### src/rtl/pipelined_rca_pkg.sv
// Shared definitions for the pipelined ripple-carry adder/subtractor.
//   DEF_WIDTH / DEF_CHUNK : default operand width and bits per pipeline stage
//   STAGES                : stage count of the default configuration
//   rcaMode_e             : add/sub mode encoding carried by the subMode input
//   numStages / chunkLo   : stage count and low bit index of a chunk
package pipelined_rca_pkg;

  localparam int DEF_WIDTH = 16;
  localparam int DEF_CHUNK = 4;
  localparam int STAGES    = DEF_WIDTH / DEF_CHUNK;

  typedef enum logic {
    MODE_ADD = 1'b0,
    MODE_SUB = 1'b1
  } rcaMode_e;

  function automatic int numStages(input int width, input int chunk);
    return width / chunk;
  endfunction

  // Lowest bit index of chunk k.
  function automatic int chunkLo(input int k, input int chunk);
    return k * chunk;
  endfunction

endpackage

### src/rtl/rca_chunk_stage.sv
// CHUNK-bit combinational ripple of full adders; one instance per pipeline stage.
//   a, b  : chunk operands (b already inverted for subtraction)
//   cIn   : carry into bit 0 of the chunk
//   s     : chunk sum
//   cOut  : carry out of the chunk MSB
//   cMsb  : carry into the chunk MSB (used for signed overflow on the top chunk)
module rca_chunk_stage #(
  parameter int CHUNK = 4
) (
  input  logic [CHUNK-1:0] a,
  input  logic [CHUNK-1:0] b,
  input  logic             cIn,
  output logic [CHUNK-1:0] s,
  output logic             cOut,
  output logic             cMsb
);

  logic [CHUNK:0] c;

  always_comb begin
    c    = '0;
    s    = '0;
    c[0] = cIn;
    for (int i = 0; i < CHUNK; i++) begin
      s[i]   = a[i] ^ b[i] ^ c[i];
      c[i+1] = (a[i] & b[i]) | (c[i] & (a[i] ^ b[i]));
    end
  end

  assign cOut = c[CHUNK];
  assign cMsb = c[CHUNK-1];

endmodule

### src/rtl/pipelined_rca.sv
// Pipelined ripple-carry adder/subtractor with valid/ready handshake.
// Each CHUNK-bit slice resolves in its own stage; the carry is registered between
// stages, untouched upper operand chunks ride along in skew registers and finished
// lower sum chunks ride along in deskew registers.
//   Clk, Rs (async, active-low), En (global enable, 0 freezes everything)
//   inValid / inReady   : operand handshake (inReady = advance, combinational)
//   a, b, cIn, subMode  : operands; subMode=1 computes a-b-cIn
//   outValid / outReady : result handshake
//   sUm, cOut, oVf      : result, carry out of MSB (sub: 1 = no borrow), signed overflow
module pipelined_rca
  import pipelined_rca_pkg::*;
#(
  parameter int WIDTH = DEF_WIDTH,
  parameter int CHUNK = DEF_CHUNK
) (
  input  logic             Clk,
  input  logic             Rs,
  input  logic             En,
  input  logic             inValid,
  output logic             inReady,
  input  logic [WIDTH-1:0] a,
  input  logic [WIDTH-1:0] b,
  input  logic             cIn,
  input  logic             subMode,
  output logic             outValid,
  input  logic             outReady,
  output logic [WIDTH-1:0] sUm,
  output logic             cOut,
  output logic             oVf
);

  localparam int NSTG = numStages(WIDTH, CHUNK);

  if (CHUNK < 1 || WIDTH < CHUNK || (WIDTH % CHUNK) != 0) begin : gBadParam
    $error("pipelined_rca: WIDTH (%0d) must be a positive multiple of CHUNK (%0d)", WIDTH, CHUNK);
  end

  logic             advance;
  rcaMode_e         mode;
  logic [WIDTH-1:0] bEff;
  logic             cEff;

  // Row k of these arrays is what stage k sees at its input.
  logic [CHUNK-1:0] rowInA [NSTG][NSTG];
  logic [CHUNK-1:0] rowInB [NSTG][NSTG];
  logic [CHUNK-1:0] rowInS [NSTG][NSTG];
  logic             stCin  [NSTG];
  logic             stVin  [NSTG];

  // Chunk adder results per stage.
  logic [CHUNK-1:0] stS    [NSTG];
  logic             stCout [NSTG];
  logic             stCmsb [NSTG];

  // Inter-stage registers (rows 0..NSTG-2); the last stage writes the outputs.
  logic [CHUNK-1:0] aSkew   [NSTG][NSTG];
  logic [CHUNK-1:0] bSkew   [NSTG][NSTG];
  logic [CHUNK-1:0] sDeskew [NSTG][NSTG];
  logic             carryQ  [NSTG];
  logic             vldQ    [NSTG];

  logic [WIDTH-1:0] sumNext;

  // No bubble collapsing: the whole pipe moves only when the output slot frees up.
  assign advance = En & (outReady | ~outValid);
  assign inReady = advance;

  // Subtraction is a + ~b + ~cIn, folded in once at acceptance.
  assign mode = rcaMode_e'(subMode);
  assign bEff = (mode == MODE_SUB) ? ~b : b;
  assign cEff = (mode == MODE_SUB) ? ~cIn : cIn;

  for (genvar k = 0; k < NSTG; k++) begin : gStage
    if (k == 0) begin : gFirst
      for (genvar c = 0; c < NSTG; c++) begin : gChunk
        assign rowInA[0][c] = a[chunkLo(c, CHUNK) +: CHUNK];
        assign rowInB[0][c] = bEff[chunkLo(c, CHUNK) +: CHUNK];
        assign rowInS[0][c] = '0;
      end
      assign stCin[0] = cEff;
      assign stVin[0] = inValid;
    end else begin : gNext
      assign rowInA[k] = aSkew[k-1];
      assign rowInB[k] = bSkew[k-1];
      assign rowInS[k] = sDeskew[k-1];
      assign stCin[k]  = carryQ[k-1];
      assign stVin[k]  = vldQ[k-1];
    end

    rca_chunk_stage #(.CHUNK(CHUNK)) uChunk (
      .a    (rowInA[k][k]),
      .b    (rowInB[k][k]),
      .cIn  (stCin[k]),
      .s    (stS[k]),
      .cOut (stCout[k]),
      .cMsb (stCmsb[k])
    );
  end

  // Final stage: lower chunks come from the deskew row, top chunk from the last adder.
  always_comb begin
    sumNext = '0;
    for (int c = 0; c < NSTG; c++) begin
      sumNext[chunkLo(c, CHUNK) +: CHUNK] = (c == NSTG-1) ? stS[NSTG-1] : rowInS[NSTG-1][c];
    end
  end

  // ---- stage registers 0..NSTG-2: data path (no reset) ----
  always_ff @(posedge Clk) begin
    if (advance) begin
      for (int k = 0; k < NSTG-1; k++) begin
        aSkew[k]  <= rowInA[k];
        bSkew[k]  <= rowInB[k];
        carryQ[k] <= stCout[k];
        for (int c = 0; c < NSTG; c++) begin
          sDeskew[k][c] <= (c == k) ? stS[k] : rowInS[k][c];
        end
      end
    end
  end

  // ---- valid chain and final output stage ----
  always_ff @(posedge Clk or negedge Rs) begin
    if (!Rs) begin
      for (int k = 0; k < NSTG; k++) begin
        vldQ[k] <= 1'b0;
      end
      outValid <= 1'b0;
      sUm      <= '0;
      cOut     <= 1'b0;
      oVf      <= 1'b0;
    end else if (advance) begin
      for (int k = 0; k < NSTG-1; k++) begin
        vldQ[k] <= stVin[k];
      end
      outValid <= stVin[NSTG-1];
      sUm      <= sumNext;
      cOut     <= stCout[NSTG-1];
      oVf      <= stCout[NSTG-1] ^ stCmsb[NSTG-1];
    end
  end

endmodule
### config.mk
export PLATFORM = sky130hd
export DESIGN_NAME = pipelined_rca
export DESIGN_NICKNAME = d
export VERILOG_FILES = /design/src/rtl/pipelined_rca_pkg.sv /design/src/rtl/rca_chunk_stage.sv /design/src/rtl/pipelined_rca.sv
export SDC_FILE = /design/constraint.sdc
export NUM_CORES = 1
export LEC_CHECK = 0
export ABC_CLOCK_PERIOD_IN_PS = 2600
export BUFFER_PORTS_ARGS = -buffer_cell sky130_fd_sc_hd__buf_2
export CAP_MARGIN = 5
export CORE_UTILIZATION = 45
export DETAILED_ROUTE_END_ITERATION = 7
export HOLD_SLACK_MARGIN = 0.06
export PLACE_DENSITY_LB_ADDON = 0.1
export REMOVE_ABC_BUFFERS = 1
export SYNTH_ARGS = -nofsm -noshare
export SYNTH_HDL_FRONTEND = slang
export SYNTH_SLANG_ARGS = --single-unit
export TNS_END_PERCENT = 30
### constraint.sdc
create_clock -name Clk -period 2.6 [get_ports Clk]
set_input_delay 0.26 -clock Clk [delete_from_list [all_inputs] [get_ports Clk]]
set_output_delay 0.26 -clock Clk [all_outputs]
set_load 0.05 [all_outputs]
==> metrics.txt, run 1 <==
initial antenna violation count=0; RSZ-0062 raised after global routing=false; Area Overhead vs Synth=16.6%; Unique masters post-synth=15; chip width=93.2 um; Post-Syn Area=3750 sq um; Worst Path Buf+Inv=3; register area share after synthesis=74.8%; class of the worst hold path=in -> reg; Cells after Synth=198; CTS Sinks=97; fin. max-slew vios=0; register area=2800 sq um; grt met3 use=2.68%; fin cells=377; Initial Util=47.5%; crit path launch type=flip-flop; clock skew=6.15 ps; layout cell share with drive strength beyond 1=35.6%; Final #Nets=325; clock latency on the worst-skew pair=340 ps; fin crit period=2260 ps; GRT met1 Usage=16.1%; GRT Residual Overflow=0; Yosys reg bits=97; routed len/inst=12.7 um; critical path class=reg -> reg; Worst path most repeated cell=fa_1; yosys warns=0; Least-Margin Pin Slew=508 ps; chip height=93.2 um; mux share of post-synthesis cell area=6.81%; status=finished, final reports clean; CP Cell Sequence=fa_1, inv_1, fa_1, inv_1, fa_1, inv_1, fa_1, xnor2_1, mux2_4; Final Hold Vio Count=0; CP required=2830 ps; Synth Area in Adders=8.55%; Worst VDD drop=0.295 mV; max_slew headroom=66.1%; ant diodes=0; busiest layer in global routing=met2; Multi-input gate area=762 sq um; Placement Setup Slack=233 ps; DRT Pass-1 Iters=4; CTS tree=done; clk buf depth=2; Leak=1.84 nW; Total Wirelength=4780 um; maximum fanout along the worst path=2; final RePlAce weighted congestion=0.687; PortBufs=58; fmax=442 MHz; All-Layer GR Usage=12.4%; CP Capture Type=flip-flop; Post-Synth Simple-Gate Area=0.100%; Slowest-stage cell, CP=fa_1; CP startpoint=aSkew[0][32]$_DFFE_PP_; endpoints failing setup=0; CP arrival=2490 ps; Max Cap Viol=0; crit-path max cell delay=420 ps; hpwl dp=3280 um; DR iter-0 viols=45; first-pass GRT wire length=7870 um; DRC violations left=0; final instance area=4370 sq um; total placed cells including tap cells=360; GR Util met2=19.4%; Core Region=7890 sq um; clk slew on worst S/H paths=90 ps; I/O pin cnt=59; Syn Area/Cell=18.9 sq um; htree depth=3; vias per cell=4.34; Worst R2R Start=aSkew[0][32]$_DFFE_PP_; cts bufs inserted=9; pwr dens=943 nW/um^2; Root Buffer=clkbuf_8; die area=8690 sq um; main combinational cell family by area after synthesis=adder cells; largest net degree at the start of global routing=36; HP Start=a[11]; most frequent cells in the layout=edfxtp_1 (75), buf_2 (58), inv_1 (38), dfrtp_1 (22), fa_1 (16); # fillers=632; Placed Area=4190 sq um; total number of vias=1636; period utilization=87.0%; setup bufs post-CTS=0; fin worst setup slack=338 ps; vias in the first global route=1669; commonest non-fill, non-tap cell in the layout=edfxtp_1; xor and xnor fraction of the mapped netlist area=4.21%; CP top delay family=adder cells; DRT antenna net count=0; FP Rows=32; complex-gate fraction of the synthesized area=0.668%
[final cells by class]
cell class | count | area share, %
Inverter | 39 | 3.35
Timing Repair Buffer | 65 | 8.19
Sequential cell | 97 | 64.2
Multi-Input combinational cell | 58 | 17.4
Clock buffer | 11 | 3.01
Clock inverter | 5 | 0.917
Tap cell | 102 | 2.92
[layer usage]
metal / vias up / wire (um)
met1: 793 / 2190
met2: 36 / 2380
met4: 0 / 52
li1: 803 / -
met5: - / 0
met3: 4 / 159
[registers in the layout, summed over array words and instances (netlist names)]
register and flops:
sUm 16, aSkew 24, sDeskew 24, stVin 3, outValid 1, bSkew 24
carryQ 3, oVf 1, cOut 1
[what timing repair did]
item                                   in CTS  in global routing
hold buffers                                1                  0
gates resized for setup                     0                  0
endpoints found under the hold margin      22                  0
[synthesized netlist by cell type]
cell type  instances  share of area [%]
edfxtp_1          75                 60
inv_1             39                3.9
dfrtp_1           22                 15
fa_1              16                8.6
xor2_1            14                3.3
mux2_2            12                3.6
mux2_4             6                2.4
xnor2_1            4               0.94
mux2i_1            3               0.80
buf_6              2               0.60
a22o_1             1               0.23
buf_2              1               0.13
buf_4              1               0.20
nand2_1            1               0.10
o21ai_4            1               0.43
[path summary, 6_finish.rpt]
path / end / slack, ps / cells after the start
worst max-delay path: oVf$_DFFE_PN0P_ / 340 / 9
worst max register to register: oVf$_DFFE_PN0P_ / 340 / 9
max in group asynchronous: stVin[1]$_DFFE_PN0P_ / 1840 / 2
worst min register to register: bSkew[0][33]$_DFFE_PP_ / 420 / 0
min in group asynchronous: sUm[5]$_DFFE_PN0P_ / 410 / 2
worst min-delay path: aSkew[0][7]$_DFFE_PP_ / 90 / 1
[kinds of logic after synthesis]
| kind of cell | count (synthesis) |
|---|---|
| buffers and inverters | 43 |
| adder cells (fa/ha/maj) | 16 |
| multiplexers | 21 |
| flip-flops | 97 |
| AND/OR/NAND/NOR | 1 |
| AO/OA/AOI/OAI | 2 |
| XOR/XNOR | 18 |
[stage by stage]
stage | utilization, % | setup TNS (ps) | power (mW) | hold slack (ps)
finish | 55.4 | 0 | 4.12 | 90.7
global route | 55.4 | 0 | 4.34 | 63.1
CTS | 55.4 | 0 | 4.19 | 65.5
detailed placement | 53.1 | 0 | 3.34 | 268
global placement | 53.1 | 0 | 3.30 | 265
floorplan | - | -43160 | 3.02 | -35.6
[worst register-to-register path: cells and delay by family (launching register included)]
family	cells	cell delay, ps
adders and majority gates	4	1190
DFF	1	410
muxes	1	260
buffers and inverters	3	220
xor gates and xnor gates	1	70
[report_power, final]
part           leakage, nW  switching, mW  total, mW  internal (mW)
combinational        0.790          0.750       1.10          0.347
sequential           0.973          0.123       2.18           2.05
clock               0.0762          0.491      0.844          0.354
total                 1.84           1.36       4.12           2.76
Note: power is estimated with default switching activity, not from simulation.
==> run 2, diff against run 1 <==
--- a/config.mk
+++ b/config.mk
@@ -13,6 +13,7 @@
 export HOLD_SLACK_MARGIN = 0.06
 export PLACE_DENSITY_LB_ADDON = 0.1
 export REMOVE_ABC_BUFFERS = 1
+export SETUP_SLACK_MARGIN = 0.5
 export SYNTH_ARGS = -nofsm -noshare
 export SYNTH_HDL_FRONTEND = slang
 export SYNTH_SLANG_ARGS = --single-unit
==> run 2 against run 1 <==
  * Core utilization up 0.29 points
  * Power is 0.47% higher
  * Die area is the same
  * Clock-buffer cell count is the same
  * Non-clock buffer count is 1 higher
  * Clock skew is 2.5 ps higher
  * Combinational power is essentially flat
  * Worst hold slack worse by 3.3 ps
  * Setup slack better by 120 ps
  * Design area is 0.52% higher
  * Sequential power barely moved
  * Critical endpoint unchanged
  * Highest routed layer unchanged
==> metrics.txt, run 2 (synthesis gave the netlist of run 1 again) <==
clk buf depth=2 (unchanged); cts bufs inserted=9 (unchanged); fin. max-slew vios=0 (unchanged); layout cell share with drive strength beyond 1=39.9% (was 35.6%); DRT antenna net count=0 (unchanged); GRT Residual Overflow=0 (unchanged); initial antenna violation count=0 (unchanged); Leak=1.83 nW (was 1.84 nW); fin crit period=2150 ps (was 2260 ps); Final #Nets=326 (was 325); total placed cells including tap cells=360 (unchanged); Worst VDD drop=0.295 mV (about the same); period utilization=82.5% (was 87.0%); busiest layer in global routing=met2 (unchanged); GRT met1 Usage=15.9% (was 16.1%); crit path launch type=flip-flop (unchanged); fmax=466 MHz (was 442 MHz); first-pass GRT wire length=7820 um (was 7870 um); # fillers=631 (was 632); fin worst setup slack=454 ps (was 338 ps); DR iter-0 viols=40 (was 45); CTS Sinks=97 (unchanged); ant diodes=0 (unchanged); grt met3 use=2.68% (unchanged); CP required=2830 ps (about the same); largest net degree at the start of global routing=36 (unchanged); routed len/inst=12.6 um (was 12.7 um); Placement Setup Slack=233 ps (unchanged); Total Wirelength=4760 um (was 4780 um); max_slew headroom=66.0% (was 66.1%); chip height=93.2 um (unchanged); Core Region=7890 sq um (unchanged); total number of vias=1638 (was 1636); chip width=93.2 um (unchanged); CP Capture Type=flip-flop (unchanged); final RePlAce weighted congestion=0.687 (unchanged); Top Registers=aSkew (24), bSkew (24), sDeskew (24) (unchanged); CTS tree=done (unchanged); commonest non-fill, non-tap cell in the layout=edfxtp_1 (unchanged); Initial Util=47.5% (unchanged); Final Hold Vio Count=0 (unchanged); status=finished, final reports clean (unchanged); Area Overhead vs Synth=17.2% (was 16.6%); htree depth=3 (unchanged); CP arrival=2370 ps (was 2490 ps); Root Buffer=clkbuf_8 (unchanged); DRC violations left=0 (unchanged); RSZ-0062 raised after global routing=true (was false); maximum fanout along the worst path=2 (unchanged); FP Rows=32 (unchanged); critical path class=reg -> reg (unchanged); GR Util met2=19.4% (unchanged); DRT Pass-1 Iters=4 (unchanged); endpoints failing setup=0 (unchanged); vias in the first global route=1662 (was 1669); PortBufs=58 (unchanged); vias per cell=4.33 (was 4.34); TNS Setup=0 ps (unchanged); pwr dens=943 nW/um^2 (about the same); Max Cap Viol=0 (unchanged); clock skew=8.61 ps (was 6.15 ps); most frequent cells in the layout=edfxtp_1 (75), buf_2 (58), inv_1 (33), dfrtp_1 (22), xor2_1 (14) (was edfxtp_1 (75), buf_2 (58), inv_1 (38), dfrtp_1 (22), fa_1 (16)); die area=8690 sq um (unchanged); All-Layer GR Usage=12.3% (was 12.4%); fin cells=378 (was 377); class of the worst hold path=in -> reg (unchanged); clk slew on worst S/H paths=90 ps (about the same); I/O pin cnt=59 (unchanged); clock latency on the worst-skew pair=340 ps (about the same); Least-Margin Pin Slew=510 ps (was 508 ps); hpwl dp=3280 um (unchanged)
## run 2: final timing paths
path	start	to	slack [ps]	depth (start not counted)
worst max register to register	aSkew[0][32]$_DFFE_PP_	oVf$_DFFE_PN0P_	450	9
worst min register to register	bSkew[0][17]$_DFFE_PP_	bSkew[0][33]$_DFFE_PP_	420	0
max in group asynchronous	Rs	stVin[1]$_DFFE_PN0P_	1840	2
min in group asynchronous	Rs	sUm[14]$_DFFE_PN0P_	410	2
worst max-delay path	aSkew[0][32]$_DFFE_PP_	oVf$_DFFE_PN0P_	450	9
worst min-delay path	a[11]	aSkew[0][7]$_DFFE_PP_	90	1
## run 2: area by class of cell
class / count / area, sq um / share of cell area [%]
clock inverter: 5 / 40.0 / 0.912
sequential: 97 / 2800 / 63.8
clock buffer: 11 / 131 / 2.99
inverter: 39 / 146 / 3.33
tap: 102 / 128 / 2.91
multi-input combinational: 58 / 777 / 17.7
timing repair buffer: 66 / 365 / 8.32
## run 2: worst max-delay path: stages (launching register included)
cell and delay (ps):
edfxtp_1 420, fa_2 400, inv_2 70, fa_2 200
inv_2 40, fa_2 340, inv_2 60, fa_2 190
xnor2_1 60, mux2_4 260
## run 2: stage by stage
step / utilization [%] / cell area, sq um / power (mW) / hold slack, ps
5_1_grt: 55.7 / 4390 / 4.36 / 63.1
3_3_place_gp: 53.1 / 4190 / 3.30 / 265
6_report: 55.7 / 4390 / 4.14 / 87.4
3_5_place_dp: 53.1 / 4190 / 3.34 / 268
4_1_cts: 55.6 / 4390 / 4.20 / 65.5
2_1_floorplan: - / 3710 / 3.02 / -35.6
## run 2: power breakdown
group / switching [mW] / total (mW) / internal, mW
clock: 0.495 / 0.848 / 0.354
combinational: 0.755 / 1.11 / 0.357
sequential: 0.124 / 2.18 / 2.06
## run 2: timing repair
action                                  in CTS  in global routing
buffers inserted                             1                  0
pin swaps                                    4                  5
hold endpoints to repair                    22                  0
gates resized for setup                      9                  2
hold buffers                                 1                  0
endpoints found under the setup margin       4                  4
## run 2: per-layer routing
metal  up-vias  wire length [um]
met3         4               159
met2        36              2380
li1        804                 -
met5         -                 0
met1       794              2180
met4         0                52
==> run 3, diff against run 2 <==
--- a/config.mk
+++ b/config.mk
@@ -5,7 +5,8 @@
 export SDC_FILE = /design/constraint.sdc
 export NUM_CORES = 1
 export LEC_CHECK = 0
-export ABC_CLOCK_PERIOD_IN_PS = 2600
+export ABC_AREA = 1
+export ABC_CLOCK_PERIOD_IN_PS = 2200
 export BUFFER_PORTS_ARGS = -buffer_cell sky130_fd_sc_hd__buf_2
 export CAP_MARGIN = 5
 export CORE_UTILIZATION = 45
==> constraint.sdc (replaced) <==
create_clock -name Clk -period 2.2 [get_ports Clk]
set_input_delay 0.22 -clock Clk [delete_from_list [all_inputs] [get_ports Clk]]
set_output_delay 0.22 -clock Clk [all_outputs]
set_load 0.05 [all_outputs]
==> run 3 against run 2 <==
  * Core utilization rose by 1.3 points
  * Power rose by 19%
  * Sequential share of layout area fell by 3.6 points
  * Final cell count rose by 16%
  * Setup slack got worse by 450 ps
  * Clock skew barely moved
  * Synthesized cell count rose by 25%
  * Critical path depth did not move
  * Combinational power barely moved
  * First-iteration DRC count rose by 130%
  * Maximum frequency fell by 2.2%
  * Design area rose by 6.0%
  * Critical path type unchanged
  * Critical endpoint is now sUm[15]$_DFFE_PN0P_
  * Largest cell class unchanged
==> metrics.txt, run 3 <==
Total Wirelength=5320 um (was 4760 um); post-synth top area share=59.5% (was 60.1%); clk slew on worst S/H paths=90 ps (about the same); Least-Margin Pin Slew=503 ps (was 510 ps); Slowest-stage cell, CP=edfxtp_1 (unchanged); RSZ-0062 raised after global routing=true (unchanged); initial antenna violation count=0 (unchanged); Hold EP=stVin[2]$_DFFE_PN0P_ (was aSkew[0][7]$_DFFE_PP_); Root Buffer=clkbuf_8 (unchanged); CP Capture Type=flip-flop (unchanged); crit path launch type=flip-flop (unchanged); R2R setup slack=6 ps (was 450 ps); Hold WS=133 ps (was 87.4 ps); TNS Setup=0 ps (unchanged); complex-gate fraction of the synthesized area=0.231% (was 0.668%); critical path class=reg -> reg (unchanged); Area Overhead vs Synth=23.0% (was 17.2%); pwr dens=1060 nW/um^2 (was 943 nW/um^2); register area share after synthesis=74.1% (was 74.8%); clock latency on the worst-skew pair=340 ps (about the same); htree depth=3 (unchanged); chip width=93.7 um (was 93.2 um); CP Cell Sequence=fa_2, inv_2, fa_2, inv_2, fa_2, inv_2, fa_1, nand3b_1, nand2_1 (was fa_2, inv_2, fa_2, inv_2, fa_2, inv_2, fa_2, xnor2_1, mux2_4); vias in the first global route=1877 (was 1662); # fillers=672 (was 631); endpoints failing setup=0 (unchanged); fin crit period=2190 ps (was 2150 ps); clock power share=25.9% (was 20.5%); top-count cell post-synth=edfxtp_1 (unchanged); die area=8780 sq um (was 8690 sq um); class of the worst hold path=in -> reg (unchanged); CP required=2490 ps (was 2830 ps); synth cell count leaders=edfxtp_1 (75), nand2_1 (50), inv_1 (37) (was edfxtp_1 (75), inv_1 (39), dfrtp_1 (22)); share of power burned in registers=51.3% (was 52.7%); PortBufs=58 (unchanged); Yosys reg bits=97 (unchanged); max_slew headroom=66.5% (was 66.0%); Post-Syn Area=3780 sq um (was 3750 sq um); Synth Flop Type=edfxtp_1 (unchanged); Synth Area in Adders=8.47% (was 8.55%); All-Layer GR Usage=13.7% (was 12.3%); layout cell share with drive strength beyond 1=34.3% (was 39.9%); fin cells=437 (was 378); vias per cell=4.39 (was 4.33); most frequent cells in the layout=edfxtp_1 (75), buf_2 (55), nand2_1 (50), dfrtp_1 (22), inv_1 (21) (was edfxtp_1 (75), buf_2 (58), inv_1 (33), dfrtp_1 (22), xor2_1 (14)); Final Hold Vio Count=0 (unchanged); status=finished, final reports clean (unchanged); Worst Path Buf+Inv=3 (unchanged); Leak=2.00 nW (was 1.83 nW); CP arrival=2480 ps (was 2370 ps); Cells after Synth=247 (was 198); DRT Pass-1 Iters=6 (was 4); Post-synth EDFFs=75 (unchanged); fmax=456 MHz (was 466 MHz); Max Cap Viol=0 (unchanged); Top Registers=aSkew (24), bSkew (24), sDeskew (24) (unchanged); Syn Area/Cell=15.3 sq um (was 18.9 sq um); FF-to-FF End=sUm[15]$_DFFE_PN0P_ (was oVf$_DFFE_PN0P_); DR iter-0 viols=91 (was 40); Worst VDD drop=0.416 mV (was 0.295 mV); total placed cells including tap cells=407 (was 360); CP top delay family=adder cells (unchanged); mux share of post-synthesis cell area=0% (was 6.81%); hold depth=3 (was 1); synth top area cells=edfxtp_1 (60%), dfrtp_1 (15%), fa_1 (8.5%) (was edfxtp_1 (60%), dfrtp_1 (15%), fa_1 (8.6%)); maximum fanout along the worst path=2 (unchanged); DRC violations left=0 (unchanged); ant diodes=0 (unchanged); clk buf depth=2 (unchanged); clock skew=8.92 ps (was 8.61 ps); Worst R2R Start=aSkew[0][32]$_DFFE_PP_ (unchanged); final RePlAce weighted congestion=0.704 (was 0.687); HP Start=inValid (was a[11]); Register-to-Register Path Depth=9 (unchanged); total number of vias=1918 (was 1638); ys async rst share=22.7% (unchanged); DRT antenna net count=0 (unchanged); hpwl dp=3290 um (was 3280 um); GRT Residual Overflow=0 (unchanged); largest net degree at the start of global routing=62 (was 36); Logic pwr share=22.8% (was 26.9%); Core Region=8180 sq um (was 7890 sq um); CTS tree=done (unchanged); Unique masters post-synth=15 (unchanged); cts bufs inserted=9 (unchanged); period utilization=99.7% (was 82.5%); CTS Sinks=97 (unchanged); I/O pin cnt=59 (unchanged); Final #Nets=382 (was 326); internal power=3.42 mW (was 2.77 mW); yosys warns=0 (unchanged); Post-Synth Simple-Gate Area=7.90% (was 0.100%); crit-path max cell delay=410 ps (was 420 ps); first-pass GRT wire length=8860 um (was 7820 um); FP Rows=33 (was 32); chip height=93.7 um (was 93.2 um); routed len/inst=12.2 um (was 12.6 um); Initial Util=46.3% (was 47.5%); commonest non-fill, non-tap cell in the layout=edfxtp_1 (unchanged); Final Util=56.9% (was 55.7%); xor and xnor fraction of the mapped netlist area=3.94% (was 4.21%); leading area contributor after synthesis=edfxtp_1 (unchanged); fin. max-slew vios=0 (unchanged); sw power=1.51 mW (was 1.37 mW); main combinational cell family by area after synthesis=adder cells (unchanged); Switching Fraction=30.6% (was 33.2%)
==> run 3: cell count changes after synthesis <==
cell	change
a22o_1	-1
nand2_2	+1
inv_1	-2
nand3b_1	+2
nand3_1	+18
buf_8	+1
xnor2_1	-1
a21oi_2	+1
mux2i_1	-3
nand2_1	+49
mux2_2	-12
o21ai_4	-1
mux2_4	-6
buf_2	+3
==> run 3: how the worst max path moves through the flow <==
stage,startpoint,endpoint,slack [ps],cells after the start
after detailed placement,aSkew[0][32]$_DFFE_PP_,sUm[15]$_DFFE_PN0P_,-140,9
final,aSkew[0][32]$_DFFE_PP_,sUm[15]$_DFFE_PN0P_,6,9
after global routing,aSkew[0][32]$_DFFE_PP_,sUm[15]$_DFFE_PN0P_,-80,9
after CTS,carryQ[0][2]$_DFFE_PP_,sUm[15]$_DFFE_PN0P_,-20,9
after floorplan,outValid$_DFFE_PN0P_,aSkew[0][0]$_DFFE_PP_,-1410,1
after global placement,aSkew[0][32]$_DFFE_PP_,sUm[15]$_DFFE_PN0P_,-60,9
==> run 3: cells by family after synthesis <==
kind of cell / count (synthesis)
adder cells (fa/ha/maj): 16
AND/OR/NAND/NOR: 71
buffers and inverters: 45
XOR/XNOR: 17
flip-flops: 97
AO/OA/AOI/OAI: 1
==> run 3: stage by stage <==
step           cell area, sq um  worst slack [ps]  power (mW)
2_1_floorplan              3720             -1410        3.31
4_1_cts                    4620             -20.6        4.98
5_1_grt                    4650             -84.7        5.20
6_report                   4650              5.79        4.93
3_3_place_gp               4200             -62.9        3.61
3_5_place_dp               4200              -141        3.64
==> run 3: worst register-to-register path, cell delays in order (launching register included) <==
cell,delay [ps]
edfxtp_1,410
fa_2,400
inv_2,60
fa_2,200
inv_2,40
fa_2,350
inv_2,70
fa_1,390
nand3b_1,160
nand2_1,60
==> run 3: power groups by stage <==
stage          combinational (mW)  clock, mW  sequential [mW]
2_1_floorplan               0.363          0             2.95
3_5_place_dp                 1.07          0             2.57
6_report                     1.12       1.28             2.53
5_1_grt                      1.24       1.39             2.57
4_1_cts                      1.13       1.31             2.54
3_3_place_gp                 1.05          0             2.56
==> run 3: layout make-up <==
type                            instances  area (sq um)  share of cell area, %
Sequential cell                        97          2800                   60.2
Multi-Input combinational cell        105           848                   18.2
Timing Repair Buffer                   77           502                   10.8
Clock buffer                           12           155                   3.33
Inverter                               37           139                   2.98
Tap cell                              105           131                   2.82
Clock inverter                          4          75.1                   1.61
==> run 3: metal layers <==
metal | part of all wire [%] | GRT usage, % | vias up
li1 | - | - | 958
met1 | 46 | 17.8 | 911
met2 | 49 | 21.8 | 45
met3 | 3.6 | 2.51 | 4
met4 | 1.3 | 7.31 | 0
met5 | 0 | 0 | -
==> run 3: what timing repair did <==
item | in CTS | in global routing
buffers inserted | 1 | 0
hold buffers | 13 | 0
setup endpoints to repair | 12 | 13
resized for setup | 30 | 11
hold endpoints to repair | 34 | 0
pin swaps | 15 | 16
